$ cat config.mk
export PLATFORM = sky130hd
export DESIGN_NAME = ffe_equalizer
export DESIGN_NICKNAME = d
export VERILOG_FILES = /design/src/rtl/ffe_equalizer.sv
export SDC_FILE = /design/constraint.sdc
export NUM_CORES = 2
export LEC_CHECK = 0
export ABC_AREA = 1
export CAP_MARGIN = 15
export CORE_ASPECT_RATIO = 0.9
export CORE_MARGIN = 2
export CORE_UTILIZATION = 45
export CTS_CLUSTER_SIZE = 14
export DETAILED_ROUTE_END_ITERATION = 8
export HOLD_SLACK_MARGIN = 0.1
export PLACE_DENSITY = 0.64
export SLEW_MARGIN = 20
export SYNTH_ARGS = -nofsm -noshare
export SYNTH_HDL_FRONTEND = slang
export SYNTH_SLANG_ARGS = --single-unit
$ cat constraint.sdc
create_clock -name clock -period 12.5 [get_ports clock]
set_input_delay 3.75 -clock clock [delete_from_list [all_inputs] [get_ports clock]]
set_output_delay 3.75 -clock clock [all_outputs]
set_load 0.03 [all_outputs]
$ cat src/rtl/ffe_equalizer.sv
// Four-lane, five-tap feed-forward equalizer with Q1.6 weights.
// The weights are programmed over a TileLink-style register port; the data path has a one-cycle latency.
module ffe_equalizer (
  input  logic        clock,
  input  logic        reset,
  input  logic        auto_reg_in_a_valid,
  output logic        auto_reg_in_a_ready,
  input  logic [2:0]  auto_reg_in_a_bits_opcode,
  input  logic [2:0]  auto_reg_in_a_bits_param,
  input  logic [1:0]  auto_reg_in_a_bits_size,
  input  logic [2:0]  auto_reg_in_a_bits_source,
  input  logic [10:0] auto_reg_in_a_bits_address,
  input  logic [7:0]  auto_reg_in_a_bits_mask,
  input  logic [63:0] auto_reg_in_a_bits_data,
  input  logic        auto_reg_in_a_bits_corrupt,
  input  logic        auto_reg_in_d_ready,
  output logic        auto_reg_in_d_valid,
  output logic [2:0]  auto_reg_in_d_bits_opcode,
  output logic [1:0]  auto_reg_in_d_bits_size,
  output logic [2:0]  auto_reg_in_d_bits_source,
  input  logic        io_in_valid,
  input  logic [7:0]  io_in_bits_0,
  input  logic [7:0]  io_in_bits_1,
  input  logic [7:0]  io_in_bits_2,
  input  logic [7:0]  io_in_bits_3,
  output logic        io_out_valid,
  output logic [7:0]  io_out_bits_0,
  output logic [7:0]  io_out_bits_1,
  output logic [7:0]  io_out_bits_2,
  output logic [7:0]  io_out_bits_3
);

  localparam int LANES = 4;
  localparam int TAPS  = 5;
  localparam int DW    = 8;
  localparam int WFRAC = 6;
  localparam int SW    = 20;

  function automatic logic signed [SW-1:0] mul_ext(input logic signed [DW-1:0] w,
                                                   input logic signed [DW-1:0] x);
    logic signed [2*DW-1:0] p;
    p = w * x;
    mul_ext = {{(SW-2*DW){p[2*DW-1]}}, p};
  endfunction

  function automatic logic signed [DW-1:0] saturate(input logic signed [SW-1:0] acc);
    logic signed [SW-1:0] shifted;
    shifted = acc >>> WFRAC;
    if (shifted > 20'sd127) begin
      saturate = 8'sd127;
    end else if (shifted < -20'sd128) begin
      saturate = -8'sd128;
    end else begin
      saturate = shifted[DW-1:0];
    end
  endfunction

  logic signed [DW-1:0] w_r    [LANES][TAPS];
  logic signed [DW-1:0] hist_r [LANES][TAPS-1];
  logic signed [DW-1:0] out_r  [LANES];
  logic signed [DW-1:0] in_s   [LANES];
  logic signed [DW-1:0] y_s    [LANES];
  logic signed [SW-1:0] acc_s  [LANES];
  logic                 out_valid_r;

  logic       d_valid_r;
  logic [2:0] d_opcode_r;
  logic [1:0] d_size_r;
  logic [2:0] d_source_r;

  logic       a_ready_s;
  logic       a_fire_s;
  logic       wr_en_s;
  logic [1:0] wr_lane_s;
  logic       unused_s;

  assign in_s[0] = io_in_bits_0;
  assign in_s[1] = io_in_bits_1;
  assign in_s[2] = io_in_bits_2;
  assign in_s[3] = io_in_bits_3;

  assign a_ready_s = !d_valid_r || auto_reg_in_d_ready;
  assign a_fire_s  = auto_reg_in_a_valid && a_ready_s;
  assign wr_en_s   = a_fire_s
                     && ((auto_reg_in_a_bits_opcode == 3'd0) || (auto_reg_in_a_bits_opcode == 3'd1))
                     && (auto_reg_in_a_bits_address < 11'h020);
  assign wr_lane_s = auto_reg_in_a_bits_address[4:3];

  assign unused_s = ^{auto_reg_in_a_bits_param, auto_reg_in_a_bits_corrupt,
                      auto_reg_in_a_bits_address[2:0], auto_reg_in_a_bits_mask[7:5],
                      auto_reg_in_a_bits_data[63:40]};

  // FIR sum per lane; 20-bit accumulator cannot overflow for five 8x8 products
  always_comb begin
    for (int l = 0; l < LANES; l++) begin
      acc_s[l] = mul_ext(w_r[l][0], in_s[l]);
      for (int k = 1; k < TAPS; k++) begin
        acc_s[l] = acc_s[l] + mul_ext(w_r[l][k], hist_r[l][k-1]);
      end
      y_s[l] = saturate(acc_s[l]);
    end
  end

  // Weight registers: reset to identity, byte-masked writes; reserved bytes are never stored
  always_ff @(posedge clock) begin
    if (reset) begin
      for (int l = 0; l < LANES; l++) begin
        for (int k = 0; k < TAPS; k++) begin
          w_r[l][k] <= (k == 0) ? 8'sd64 : 8'sd0;
        end
      end
    end else if (wr_en_s) begin
      for (int k = 0; k < TAPS; k++) begin
        if (auto_reg_in_a_bits_mask[k]) begin
          w_r[wr_lane_s][k] <= auto_reg_in_a_bits_data[8*k +: DW];
        end
      end
    end
  end

  // Data path: history advances and outputs update only on valid input groups
  always_ff @(posedge clock) begin
    if (reset) begin
      out_valid_r <= 1'b0;
      for (int l = 0; l < LANES; l++) begin
        out_r[l] <= 8'sd0;
        for (int k = 0; k < TAPS-1; k++) begin
          hist_r[l][k] <= 8'sd0;
        end
      end
    end else begin
      out_valid_r <= io_in_valid;
      if (io_in_valid) begin
        for (int l = 0; l < LANES; l++) begin
          out_r[l]     <= y_s[l];
          hist_r[l][0] <= in_s[l];
          for (int k = 1; k < TAPS-1; k++) begin
            hist_r[l][k] <= hist_r[l][k-1];
          end
        end
      end
    end
  end

  // Response channel: one outstanding response, held until the master takes it
  always_ff @(posedge clock) begin
    if (reset) begin
      d_valid_r  <= 1'b0;
      d_opcode_r <= 3'd0;
      d_size_r   <= 2'd0;
      d_source_r <= 3'd0;
    end else if (a_fire_s) begin
      d_valid_r  <= 1'b1;
      d_opcode_r <= (auto_reg_in_a_bits_opcode == 3'd4) ? 3'd1 : 3'd0;
      d_size_r   <= auto_reg_in_a_bits_size;
      d_source_r <= auto_reg_in_a_bits_source;
    end else if (auto_reg_in_d_ready) begin
      d_valid_r  <= 1'b0;
    end
  end

  assign auto_reg_in_a_ready       = a_ready_s;
  assign auto_reg_in_d_valid       = d_valid_r;
  assign auto_reg_in_d_bits_opcode = d_opcode_r;
  assign auto_reg_in_d_bits_size   = d_size_r;
  assign auto_reg_in_d_bits_source = d_source_r;

  assign io_out_valid  = out_valid_r;
  assign io_out_bits_0 = out_r[0];
  assign io_out_bits_1 = out_r[1];
  assign io_out_bits_2 = out_r[2];
  assign io_out_bits_3 = out_r[3];

endmodule

After elaboration in Yosys (flattened, before gate mapping)
Memories as Yosys holds them, arrays and structs flattened.
Index checks and enable logic that the tools add are counted.
{ "totals": {"register_bits": 10, "latchBits": 0, "ram_bits": 320, "romBits": 0, "in_bits": 132, "output_inout_bits": 43, "wordCells": 143, "mem_count": 3} }
{ "op_classes": {"add_sub_neg": 16, "n_mul": 20, "div": 0, "n_lt_le_gt_ge": 9, "n_eq_ne": 2, "shifts": 0, "mux": 59, "n_bitwise": 20, "n_reduce_logical": 9} }
{ "mem_list": {"columns": ["memory", "words", "width", "rd", "rd_ports_with_merged_regs", "wr", "line_no", "text"], "rows": [
  ["w_r", 4, 40, 4, 0, 4, "58", "logic signed [DW-1:0] w_r [LANES][TAPS];"],
  ["hist_r", 4, 32, 4, 0, 4, "59", "logic signed [DW-1:0] hist_r [LANES][TAPS-1];"],
  ["out_r", 4, 8, 4, 0, 4, "60", "logic signed [DW-1:0] out_r [LANES];"]
]} }
{ "ops": {"columns": ["op", "n"], "rows": [
  ["8-bit by 8-bit multiplier with 16-bit output", 20],
  ["8-bit 2-to-1 mux", 28],
  ["19-bit by 16-bit adder with 20-bit output", 4],
  ["18-bit by 16-bit adder with 19-bit output", 4],
  ["17-bit by 16-bit adder with 18-bit output", 4],
  ["16-bit by 16-bit adder with 17-bit output", 4],
  ["14-bit by 8-bit > comparator with 1-bit output (second input constant)", 4],
  ["14-bit by 8-bit < comparator with 1-bit output (second input constant)", 4],
  ["40-bit 2-to-1 mux", 1],
  ["40-bit OR reduction", 1],
  ["1-bit 2-to-1 mux", 28],
  ["1-bit OR", 20],
  ["11-bit by 6-bit < comparator with 1-bit output (second input constant)", 1],
  ["5-bit 2-to-1 mux", 1],
  ["3-bit by 1-bit == test with 1-bit output (second input constant)", 1],
  ["3-bit == test (second input constant)", 1],
  ["1-bit logical AND", 3],
  ["3-bit logical NOT", 1],
  ["1-bit logical OR", 2],
  ["2-bit 2-to-1 mux", 1],
  ["2-bit nonzero test", 1],
  ["1-bit logical NOT", 1]
]} }

Logic depth before layout (Yosys ltp)
{ "depth": {"ltp_word": 10, "depth_mapped": 37} }

Worst setup path after synthesis
Ideal clock, no wire load.
{ "synth_path": {"kind": "input to register", "startpoint": "input port io_in_bits_3[7]", "endpoint": "memory out_r[3][6], data pin", "arrival_ns": 10.060, "t_required_ns": 12.230, "path_slack_ns": 2.170, "cell_stages": 25, "n_path_buf": 0, "cell_sequence": "clkinv_1 > or2_2 > fa_1 > fa_1 > fa_1 > fa_1 > fa_1 > inv_1 > fa_1 > fa_1 > fa_1 > fa_1 > ha_1 > nand2_1 > inv_1 > nand2_1 > nand2_1 > a21oi_1 > nand2_1 > nand2_1 > nand2_1 > nor3_1 > nand3_2 > nand2_4 > a21oi_1"} }
{ "synth_lines": {"columns": ["element", "line_no", "text"], "rows": [
  ["from (decl)", "25", "input logic [7:0] io_in_bits_3,"],
  ["to (decl)", "60", null]
]} }

==> impl_metrics.env <==
export IMPL_r2r_start="w_r[3][7]$_SDFFCE_PN0P_"
export IMPL_min_path_type="reg -> reg"
export IMPL_clockBufferDepth=3
export IMPL_fin_tns_setup_ps=0
export IMPL_synthArstFlopShare_pct=0
export IMPL_antenna_found_initial=7
export IMPL_synth_avg_cell_area_um2=8.93
export IMPL_grt_max_degree=105
export IMPL_clock_sinks=328
export IMPL_startpoint="io_in_bits_1[7]"
export IMPL_final_nets=10180
export IMPL_cts_resized=0
export IMPL_cts_hold_fix_buffers=0
export IMPL_synth_edf_count=320
export IMPL_drive_gt1_share_pct=2.97
export IMPL_wire_per_inst_um=18.2
export IMPL_dr_pass1_iters=6
export IMPL_port_buffers=138
export IMPL_overflow=0
export IMPL_fp_dieW_um=424
export IMPL_status="complete, no violations"
export IMPL_root_buffer="clkbuf_16"
export IMPL_synth_most_common_cell="inv_1"
export IMPL_numCtsBuffers=44
export IMPL_drv_slew=0
export IMPL_clk_pin_slew_ps=60
export IMPL_yosys_top_cells_area="fa_1, inv_1, edfxtp_1"
export IMPL_syn_area_um2=71500
export IMPL_endpoint_kind="flop"
export IMPL_ys_flop_type="edfxtp_1"
export IMPL_hold_depth=2
export IMPL_yosys_top_cells_count="inv_1, fa_1, nand2_1"
export IMPL_yosys_area_top_type_share_pct=47.1
export IMPL_grt_pass1_wl_mm=293
export IMPL_fmax_mhz=90.3
export IMPL_postRouteAntennaNets=0
export IMPL_r2r_cells=27
export IMPL_drt_total_wl_mm=183
export IMPL_ys_seq_area_share_pct=13.7
export IMPL_setup_violations=0
export IMPL_vias_per_cell=4.79
export IMPL_ys_ff_latch=328
export IMPL_route_detailed_drc=0
export IMPL_cts_htree_levels=2
export IMPL_synth_distinct_cells=41
export IMPL_critPathKind="in -> reg"
export IMPL_worstPathRequired_ps=12820
export IMPL_fp_coreArea_um2=157000
export IMPL_startpoint_type="input pin"
export IMPL_cts_tree="built"
export IMPL_min_period_ps=11070
export IMPL_grt_setup_unrepaired="false"
export IMPL_timing_final_hold_violations=0
export IMPL_worstMarginPinSlew_ps=1000
export IMPL_layout_worst_path_cycle_share_pct=88.6
export IMPL_start_util_pct=45.4
export IMPL_grtUsageTotal_pct=23.6
export IMPL_final_setup_skew_ps=33.2
export IMPL_drt_initial_drc_count=3623
export IMPL_cap_violations=0
export IMPL_first_global_vias=52024
export IMPL_yosysTopAreaCell="fa_1"
export IMPL_synth_cells=8008
export IMPL_dpl_hpwl_mm=159
export IMPL_crit_arrival_ps=11390
export IMPL_cts_setup_buffers=0
export IMPL_vias=48043
export IMPL_clock_latency_ps=650
export IMPL_die_h_um=382
export IMPL_ios=175
export IMPL_cp_max_fo=10
export IMPL_std_cell_rows=138
export IMPL_n_fill_cell=14908
export IMPL_syn2layout_area_growth_pct=6.17
export IMPL_holdCritStartpoint="auto_reg_in_d_bits_opcode[0]$_SDFFE_PP0P_"
export IMPL_gp_congestion=0.963
export IMPL_slew_headroom_pct=33.3
export IMPL_die_area_um2=162000
export IMPL_yosysWarningCount=0
==> layout make-up <==
| cell class | count | area (um2) | share of cell area (%) |
|---|---|---|---|
| multi-input cells | 4521 | 49900 | 65.7 |
| clock inverters | 33 | 430 | 0.567 |
| diodes | 8 | 20.0 | 0.0264 |
| flip-flops and latches | 328 | 9770 | 12.9 |
| well taps | 2100 | 2630 | 3.46 |
| clock buffers | 47 | 1110 | 1.46 |
| inverters | 2839 | 10700 | 14.0 |
| repair buffers | 146 | 1450 | 1.91 |
==> flip-flops by register name (all words and copies together) (netlist names) <==
signal / count
hist_r: 128
io_out_valid: 1
auto_reg_in_d_valid: 1
out_r: 32
w_r: 160
auto_reg_in_d_bits_opcode: 1
auto_reg_in_d_bits_source: 3
auto_reg_in_d_bits_size: 2
==> per-layer routing <==
metal / wire [um] / share of wire [%] / global-route usage [%]
met1: 76700 / 42 / 32.9
met2: 84800 / 46 / 37.5
met3: 13700 / 7.5 / 3.50
met4: 7620 / 4.2 / 8.79
met5: 0 / 0 / 0
==> stage by stage <==
stage	setup WS (ps)	std cells	utilization [%]	area, um2	hold slack, ps
after floorplan	2170	8009	-	71500	590
after global placement	792	9934	47.2	74400	459
after detailed placement	720	9934	47.2	74400	460
after CTS	1410	10014	48.2	75900	469
after global routing	938	10019	48.2	75900	522
final	1430	10022	48.2	75900	470
==> cells by family after synthesis <==
group,share of synthesized area (%)
AO/OA/AOI/OAI,1.01
flip-flops,13.7
XOR/XNOR,0.723
other,0.00524
adder cells (fa/ha/maj),55.6
buffers and inverters,16.6
AND/OR/NAND/NOR,12.4
==> path summary, 6_finish.rpt <==
kind                                               endpoint  slack (ps)
hold / removal    auto_reg_in_d_bits_opcode[0]$_SDFFE_PP0P_         470
setup / recovery                  out_r[1][4]$_SDFFCE_PN0P_        1430
hold reg to reg   auto_reg_in_d_bits_opcode[0]$_SDFFE_PP0P_         470
setup reg to reg                  out_r[3][0]$_SDFFCE_PN0P_        4410
==> cell usage in the layout, fill, tap and decap left out, types with 34 or more instances in the layout <==
cell,count
ha_1,484
nand2_1,1480
or2_2,66
nor2_1,436
inv_1,2818
clkdlybuf4s50_1,138
fa_1,1684
xnor2_1,34
nand3_1,59
edfxtp_1,320
a21oi_1,98
clkbuf_16,44
==> critical path, cell delays in order <==
cell	delay, ps
clkdlybuf4s50_1	460
clkinv_1	290
or2_2	410
fa_1	510
fa_1	600
inv_1	70
fa_1	520
fa_1	560
inv_1	50
fa_1	490
inv_1	50
fa_1	560
fa_1	450
fa_1	650
ha_1	280
ha_1	380
nand2_1	160
nor4_1	290
nand2_1	110
nand2_1	90
nand2_1	70
nand2_1	60
nand3_1	60
nand2_1	180
nand2_2	140
nand2_1	80
a21oi_1	70
Power is left out: the tool's default activity adds up to more than one toggle a clock period on the data nets, which glitch-free logic cannot reach.
